<file path="config.mk">
export PLATFORM = sky130hd
export DESIGN_NAME = instr_realign
export DESIGN_NICKNAME = d
export VERILOG_FILES = /design/src/rtl/instr_realign_pkg.sv /design/src/rtl/instr_realign.sv
export SDC_FILE = /design/constraint.sdc
export NUM_CORES = 1
export LEC_CHECK = 0
export ABC_AREA = 1
export CORE_AREA = 5 5 199 201
export DETAILED_ROUTE_END_ITERATION = 10
export DIE_AREA = 0 0 204 206
export SLEW_MARGIN = 20
export SYNTH_ARGS = -nofsm -noshare
export SYNTH_HDL_FRONTEND = slang
export SYNTH_SLANG_ARGS = --single-unit
</file>
<file path="constraint.sdc">
create_clock -name vclk -period 0.8
set_input_delay 0.16 -clock vclk [all_inputs]
set_output_delay 0.16 -clock vclk [all_outputs]
set_load 0.1 [all_outputs]
</file>
<file path="src/rtl/instr_realign_pkg.sv">
// Shared fetch-path constants and the compressed-instruction test, also used
// by the instruction queue.
package instr_realign_pkg;

   localparam int FETCH_WIDTH     = 64;
   localparam int INSTR_PER_FETCH = FETCH_WIDTH / 16;

   // A halfword starts a 16-bit instruction unless its low two bits are 2'b11.
   function automatic logic is_rvc(input logic [15:0] hw);
      return hw[1:0] != 2'b11;
   endfunction

endpackage

</file>
<file path="src/rtl/instr_realign.sv">
// instr_realign: splits a fetch block into per-halfword instruction slots.
// Build option INSTR_REALIGN_RVC_EN: when defined, 16-bit compressed
// instructions are decoded and 32-bit instructions straddling two fetch
// blocks are stitched via a carried halfword. When undefined, every
// instruction is a word-aligned 32-bit instruction and no state is kept.
module instr_realign #(
   parameter int FETCH_WIDTH     = instr_realign_pkg::FETCH_WIDTH,
   parameter int INSTR_PER_FETCH = FETCH_WIDTH / 16
) (
   input  logic                              clk_i,
   input  logic                              rst_i,
   input  logic                              flush_i,
   input  logic                              valid_i,
   input  logic                              ex_i,
   input  logic [63:0]                       address_i,
   input  logic [FETCH_WIDTH-1:0]            data_i,
   input  logic                              ready_i,
   output logic [INSTR_PER_FETCH-1:0][31:0]  instr_o,
   output logic [INSTR_PER_FETCH-1:0][63:0]  addr_o,
   output logic [INSTR_PER_FETCH-1:0]        valid_o,
   output logic                              serving_unaligned_o
);
   import instr_realign_pkg::*;

   localparam int LB = $clog2(FETCH_WIDTH / 8);  // byte-offset bits in a block
   localparam int SW = LB - 1;                   // halfword slot index width

   // One spare zero halfword on top so hwx[i+1] is always in range.
   logic [INSTR_PER_FETCH:0][15:0]   hwx;
   logic [INSTR_PER_FETCH-1:0][63:0] slot_addr;
   logic [SW-1:0]                    s;

   assign hwx = {16'h0, data_i};
   assign s   = address_i[LB-1:1];

   for (genvar g = 0; g < INSTR_PER_FETCH; g++) begin : g_slot_addr
      assign slot_addr[g] = {address_i[63:LB], SW'(g), 1'b0};
   end

`ifdef INSTR_REALIGN_RVC_EN
   logic        unaligned_q, unaligned_d;
   logic [15:0] saved_hw_q, saved_hw_d;
   logic [63:0] saved_addr_q, saved_addr_d;
   logic        stitch, straddle, skip;
   logic [15:0] str_hw;
   logic [63:0] str_addr;

   // Scan the block left to right, emitting one instruction per start halfword.
   always_comb begin
      instr_o             = '0;
      addr_o              = slot_addr;
      valid_o             = '0;
      serving_unaligned_o = 1'b0;
      straddle            = 1'b0;
      skip                = 1'b0;
      str_hw              = '0;
      str_addr            = '0;
      // A carry only continues into the block that directly follows it;
      // anything else is a redirect and the carried halfword is dropped.
      stitch = unaligned_q && (s == '0) && (address_i == saved_addr_q + 64'd2);
      if (valid_i && ex_i) begin
         valid_o[s] = 1'b1;
      end else if (valid_i) begin
         if (stitch) begin
            instr_o[0]          = {hwx[0], saved_hw_q};
            addr_o[0]           = saved_addr_q;
            valid_o[0]          = 1'b1;
            serving_unaligned_o = 1'b1;
            skip                = 1'b1;
         end
         for (int i = 0; i < INSTR_PER_FETCH; i++) begin
            if (skip) begin
               skip = 1'b0;
            end else if (i >= int'(s)) begin
               if (is_rvc(hwx[i])) begin
                  instr_o[i] = {16'h0, hwx[i]};
                  valid_o[i] = 1'b1;
               end else if (i < INSTR_PER_FETCH - 1) begin
                  instr_o[i] = {hwx[i+1], hwx[i]};
                  valid_o[i] = 1'b1;
                  skip       = 1'b1;
               end else begin
                  straddle = 1'b1;
                  str_hw   = hwx[i];
                  str_addr = slot_addr[i];
               end
            end
         end
      end
   end

   // Carry state moves only when the queue takes the block; flush wins.
   always_comb begin
      unaligned_d  = unaligned_q;
      saved_hw_d   = saved_hw_q;
      saved_addr_d = saved_addr_q;
      if (flush_i) begin
         unaligned_d = 1'b0;
      end else if (valid_i && ready_i) begin
         unaligned_d = straddle;
         if (straddle) begin
            saved_hw_d   = str_hw;
            saved_addr_d = str_addr;
         end
      end
   end

   // Carry registers.
   always_ff @(posedge clk_i) begin
      if (rst_i) begin
         unaligned_q  <= 1'b0;
         saved_hw_q   <= '0;
         saved_addr_q <= '0;
      end else begin
         unaligned_q  <= unaligned_d;
         saved_hw_q   <= saved_hw_d;
         saved_addr_q <= saved_addr_d;
      end
   end
`else
   logic unused_inputs;
   assign unused_inputs = ^{clk_i, rst_i, flush_i, ready_i, address_i[0]};

   // Word-aligned only: every even halfword from s starts a 32-bit instruction.
   always_comb begin
      instr_o             = '0;
      addr_o              = slot_addr;
      valid_o             = '0;
      serving_unaligned_o = 1'b0;
      if (valid_i && !address_i[1]) begin
         if (ex_i) begin
            valid_o[s] = 1'b1;
         end else begin
            for (int i = 0; i < INSTR_PER_FETCH; i += 2) begin
               if (i >= int'(s)) begin
                  instr_o[i] = {hwx[i+1], hwx[i]};
                  valid_o[i] = 1'b1;
               end
            end
         end
      end
   end
`endif

endmodule

</file>
==> flow_summary.html, run 1 <==
<table>
<tr><th>Metric</th><th>Value</th></tr>
<tr><th colspan="2">Global route</th></tr>
<tr><td>First-pass GRT wire length</td><td>about 13 mm</td></tr>
<tr><td>Global Route Usage Sum</td><td>0.0393</td></tr>
<tr><td>Via count of the first global-routing pass</td><td>between 1500 and 2000</td></tr>
<tr><td>Antenna violations before repair</td><td>0</td></tr>
<tr><td>Remaining global-route overflow</td><td>0</td></tr>
<tr><td>Maximum number of pins on one net before global-route repair</td><td>22</td></tr>
<tr><th colspan="2">Yosys</th></tr>
<tr><td>Mean instance size in the synthesized netlist</td><td>6.49 µm²</td></tr>
<tr><td>Biggest area consumer among synthesized cells</td><td>buf_4</td></tr>
<tr><td>Largest cells by area after synthesis</td><td>buf_4 (80%), nor2_1 (8.0%), nand2_1 (7.8%)</td></tr>
<tr><td>Synth Instances</td><td>472</td></tr>
<tr><td>Number of different library cells in the post-synthesis netlist</td><td>11</td></tr>
<tr><td>Area share of the leading cell type in the synthesized netlist</td><td>0.801</td></tr>
<tr><td>Part of the Yosys area used for sequential elements</td><td>0</td></tr>
<tr><td>Most numerous cell in the Yosys netlist</td><td>buf_4</td></tr>
<tr><td>Most common library cells after synthesis</td><td>buf_4 (327), nor2_1 (65), nand2_1 (64)</td></tr>
<tr><td>Synth Warn #</td><td>0</td></tr>
<tr><td>Netlist area before placement</td><td>between 3000 and 4000 µm²</td></tr>
<tr><th colspan="2">Timing</th></tr>
<tr><td>Count of endpoints failing setup in the final report</td><td>66</td></tr>
<tr><td>Final count of pins violating max slew</td><td>0</td></tr>
<tr><td>Fin crit period</td><td>about 1.3 ns</td></tr>
<tr><td>Endpoints failing hold</td><td>0</td></tr>
<tr><td>Period utilization</td><td>1.60</td></tr>
<tr><td>Setup repair after global routing missed its margin</td><td>true</td></tr>
<tr><td>Post-route setup slack</td><td>-0.481 ns</td></tr>
<tr><td>Max Clk Rate</td><td>roughly 800 MHz</td></tr>
<tr><th colspan="2">Final layout</th></tr>
<tr><td>Share of final-layout standard cells stronger than drive strength 1</td><td>0.519</td></tr>
<tr><td>Number of clock buffers in the layout</td><td>0</td></tr>
<tr><td>Post-Layout Cell Count</td><td>approximately 900</td></tr>
<tr><td>Diode count</td><td>0</td></tr>
<tr><td>Net count, final</td><td>between 500 and 600</td></tr>
<tr><td>Fillcell total</td><td>4240</td></tr>
<tr><td>Post-route cell area</td><td>approximately 4600 µm²</td></tr>
<tr><td>FF/Latch Area</td><td>0 µm²</td></tr>
<tr><td>Number of sequential cells</td><td>0</td></tr>
<tr><td>Signed area change from the synthesized netlist to the final layout</td><td>49.0%</td></tr>
<tr><th colspan="2">Pwr</th></tr>
<tr><td>Peak supply drop</td><td>between 0.0004 and 0.0005 V</td></tr>
<tr><td>Switching part of the total</td><td>0.756</td></tr>
<tr><td>Total power</td><td>3.61 mW</td></tr>
<tr><td>Part of the power in registers</td><td>0</td></tr>
<tr><td>Cell area power density</td><td>between 700 and 800 nW/µm²</td></tr>
<tr><td>Static Leakage</td><td>between 1.5 and 2 nW</td></tr>
<tr><td>Part of the power in the clock network</td><td>0</td></tr>
<tr><td>P_sw</td><td>roughly 2.7 mW</td></tr>
<tr><td>Internal power component</td><td>0.882 mW</td></tr>
<tr><td>Combinational fraction of design power</td><td>1.000</td></tr>
<tr><th colspan="2">Drt</th></tr>
<tr><td>Drt first-iter violations</td><td>53</td></tr>
<tr><td>Avg Vias per Cell</td><td>approximately 2.2</td></tr>
<tr><td>Remaining routing DRC violations</td><td>0</td></tr>
<tr><td>Number of detailed-routing iterations run before antenna repair</td><td>2</td></tr>
<tr><td>Total vias in the final route</td><td>between 1500 and 2000</td></tr>
<tr><td>Final antenna-violating net count</td><td>0</td></tr>
<tr><td>Routed wire length</td><td>about 10 mm</td></tr>
<tr><td>DR WL/cell</td><td>about 11 µm</td></tr>
<tr><th colspan="2">Worst setup path</th></tr>
<tr><td>Worst path required time</td><td>0.64 ns</td></tr>
<tr><td>Type of destination of the critical path</td><td>output pin</td></tr>
<tr><td>Nature of the critical path startpoint</td><td>primary input</td></tr>
<tr><td>Critical-path maximum fanout</td><td>7</td></tr>
<tr><td>Start-to-end type of the worst setup path</td><td>primary input to output pin</td></tr>
<tr><td>Data arrival time at the worst-slack endpoint</td><td>between 1 and 1.5 ns</td></tr>
<tr><th colspan="2">Floorplanning</th></tr>
<tr><td>Die boundary width</td><td>around 200 µm</td></tr>
<tr><td>Die extent in y</td><td>approximately 210 µm</td></tr>
<tr><td>Rows</td><td>slightly above 70</td></tr>
<tr><td>Area of the core</td><td>37400 µm²</td></tr>
<tr><td>Starting utilization of the core area</td><td>0.0819</td></tr>
<tr><td>Full die area</td><td>42000 µm²</td></tr>
<tr><td>Top-Level Pins</td><td>approximately 520</td></tr>
<tr><th colspan="2">Placement</th></tr>
<tr><td>Input/output buffers</td><td>between 100 and 150</td></tr>
<tr><td>Cell area reported after detailed placement</td><td>about 4200 µm²</td></tr>
<tr><td>Final weighted congestion of routability-driven global placement</td><td>0.715</td></tr>
<tr><td>Number of placed instances, taps included</td><td>roughly 870</td></tr>
<tr><td>Minimum setup slack after placement</td><td>-0.826 ns</td></tr>
<tr><td>Half-perimeter wire length of the detailed placement result</td><td>8.01 mm</td></tr>
<tr><th colspan="2">Status</th></tr>
<tr><td>Result of the run</td><td>finished, violations left</td></tr>
<tr><td>Failing checks</td><td>negative setup slack</td></tr>
<tr><th colspan="2">Flow run</th></tr>
<tr><td>Max Cap Violations</td><td>0</td></tr>
<tr><th colspan="2">Worst hold path</th></tr>
<tr><td>Type of the worst min-delay path</td><td>primary input to output pin</td></tr>
</table>
placed cells by master (no fill, tap or decap):
cell             instances
a21oi_4                  1
buf_12                  76
buf_16                   5
buf_2                    1
buf_4                    7
buf_6                    6
buf_8                    2
bufbuf_16                1
clkdlybuf4s50_1         46
clkinv_4                 1
clkinvlp_4               1
conb_1                  79
dlygate4sd2_1            7
dlymetal6s2s_1          11
inv_8                    1
nand2_1                 38
nand2_2                 25
nand2_4                  1
nand2_8                  1
nand3_4                  1
nor2_4                  65
per-stage QoR:
step           utilization  setup TNS [ns]  hold slack, ns
2_1_floorplan            -          -26.41           0.422
3_3_place_gp         0.112          -51.06           0.322
3_5_place_dp         0.112          -51.29           0.322
6_report             0.122          -26.49           0.320
4_1_cts              0.121          -27.54           0.322
5_1_grt              0.122          -28.89           0.320
area by class of cell:
class	instances	area, µm²	share of cell area
repair buffers	162	2510	0.549
multi-input cells	211	1390	0.305
well taps	511	639	0.140
inverters	3	27.5	0.00603
final timing paths:
check | from | to | slack, ns | depth (start not counted)
max | address_i[1] | instr_o[26] | -0.48 | 7
min | address_i[14] | addr_o[142] | 0.32 | 0
metal layers:
| metal | routed length (µm) | GRT usage | vias up | share of wire |
|---|---|---|---|---|
| li1 | - | - | 812 | - |
| met1 | 2300 | 0.0293 | 792 | 0.23 |
| met2 | 4720 | 0.0693 | 285 | 0.47 |
| met3 | 2060 | 0.0257 | 88 | 0.21 |
| met4 | 893 | 0.0330 | 0 | 0.090 |
| met5 | 0 | 0 | - | 0 |
critical path, stage by stage:
cell and delay, ns:
buf_6 0.09, clkinvlp_4 0.08, nand3_4 0.09, buf_12 0.13
bufbuf_16 0.28, nor2_4 0.11, buf_12 0.18
logic make-up (layout without fill, tap and decap cells):
family | Yosys count | in the layout | synth area share
buffers and inverters | 338 | 165 | 0.830
AND/OR/NAND/NOR | 131 | 131 | 0.166
AO/OA/AOI/OAI | 1 | 1 | 0.00163
other | 2 | 79 | 0.00245
power by group through the flow:
stage               registers (mW)  logic (mW)  clock network, mW
floorplan                        0        8.68                  0
global placement                 0        3.39                  0
detailed placement               0        3.40                  0
CTS                              0        3.62                  0
global route                     0        3.71                  0
finish                           0        3.61                  0
timing repair:
action                                  in CTS  in global routing
endpoints found under the setup margin      66                 66
gates cloned                                 6                  0
hold buffers                                 0                  0
setup buffers                                8                  2
gates resized for setup                     66                 18
pin swaps                                   28                 26
hold endpoints to repair                     0                  0
No activity file was read; power rests on OpenSTA's default activity.
==> run 2: changes to the inputs <==
- RECOVER_POWER: default -> 100
==> results of run 2 <==
No change in the layout: final DEF, timing and power equal those of run 1.
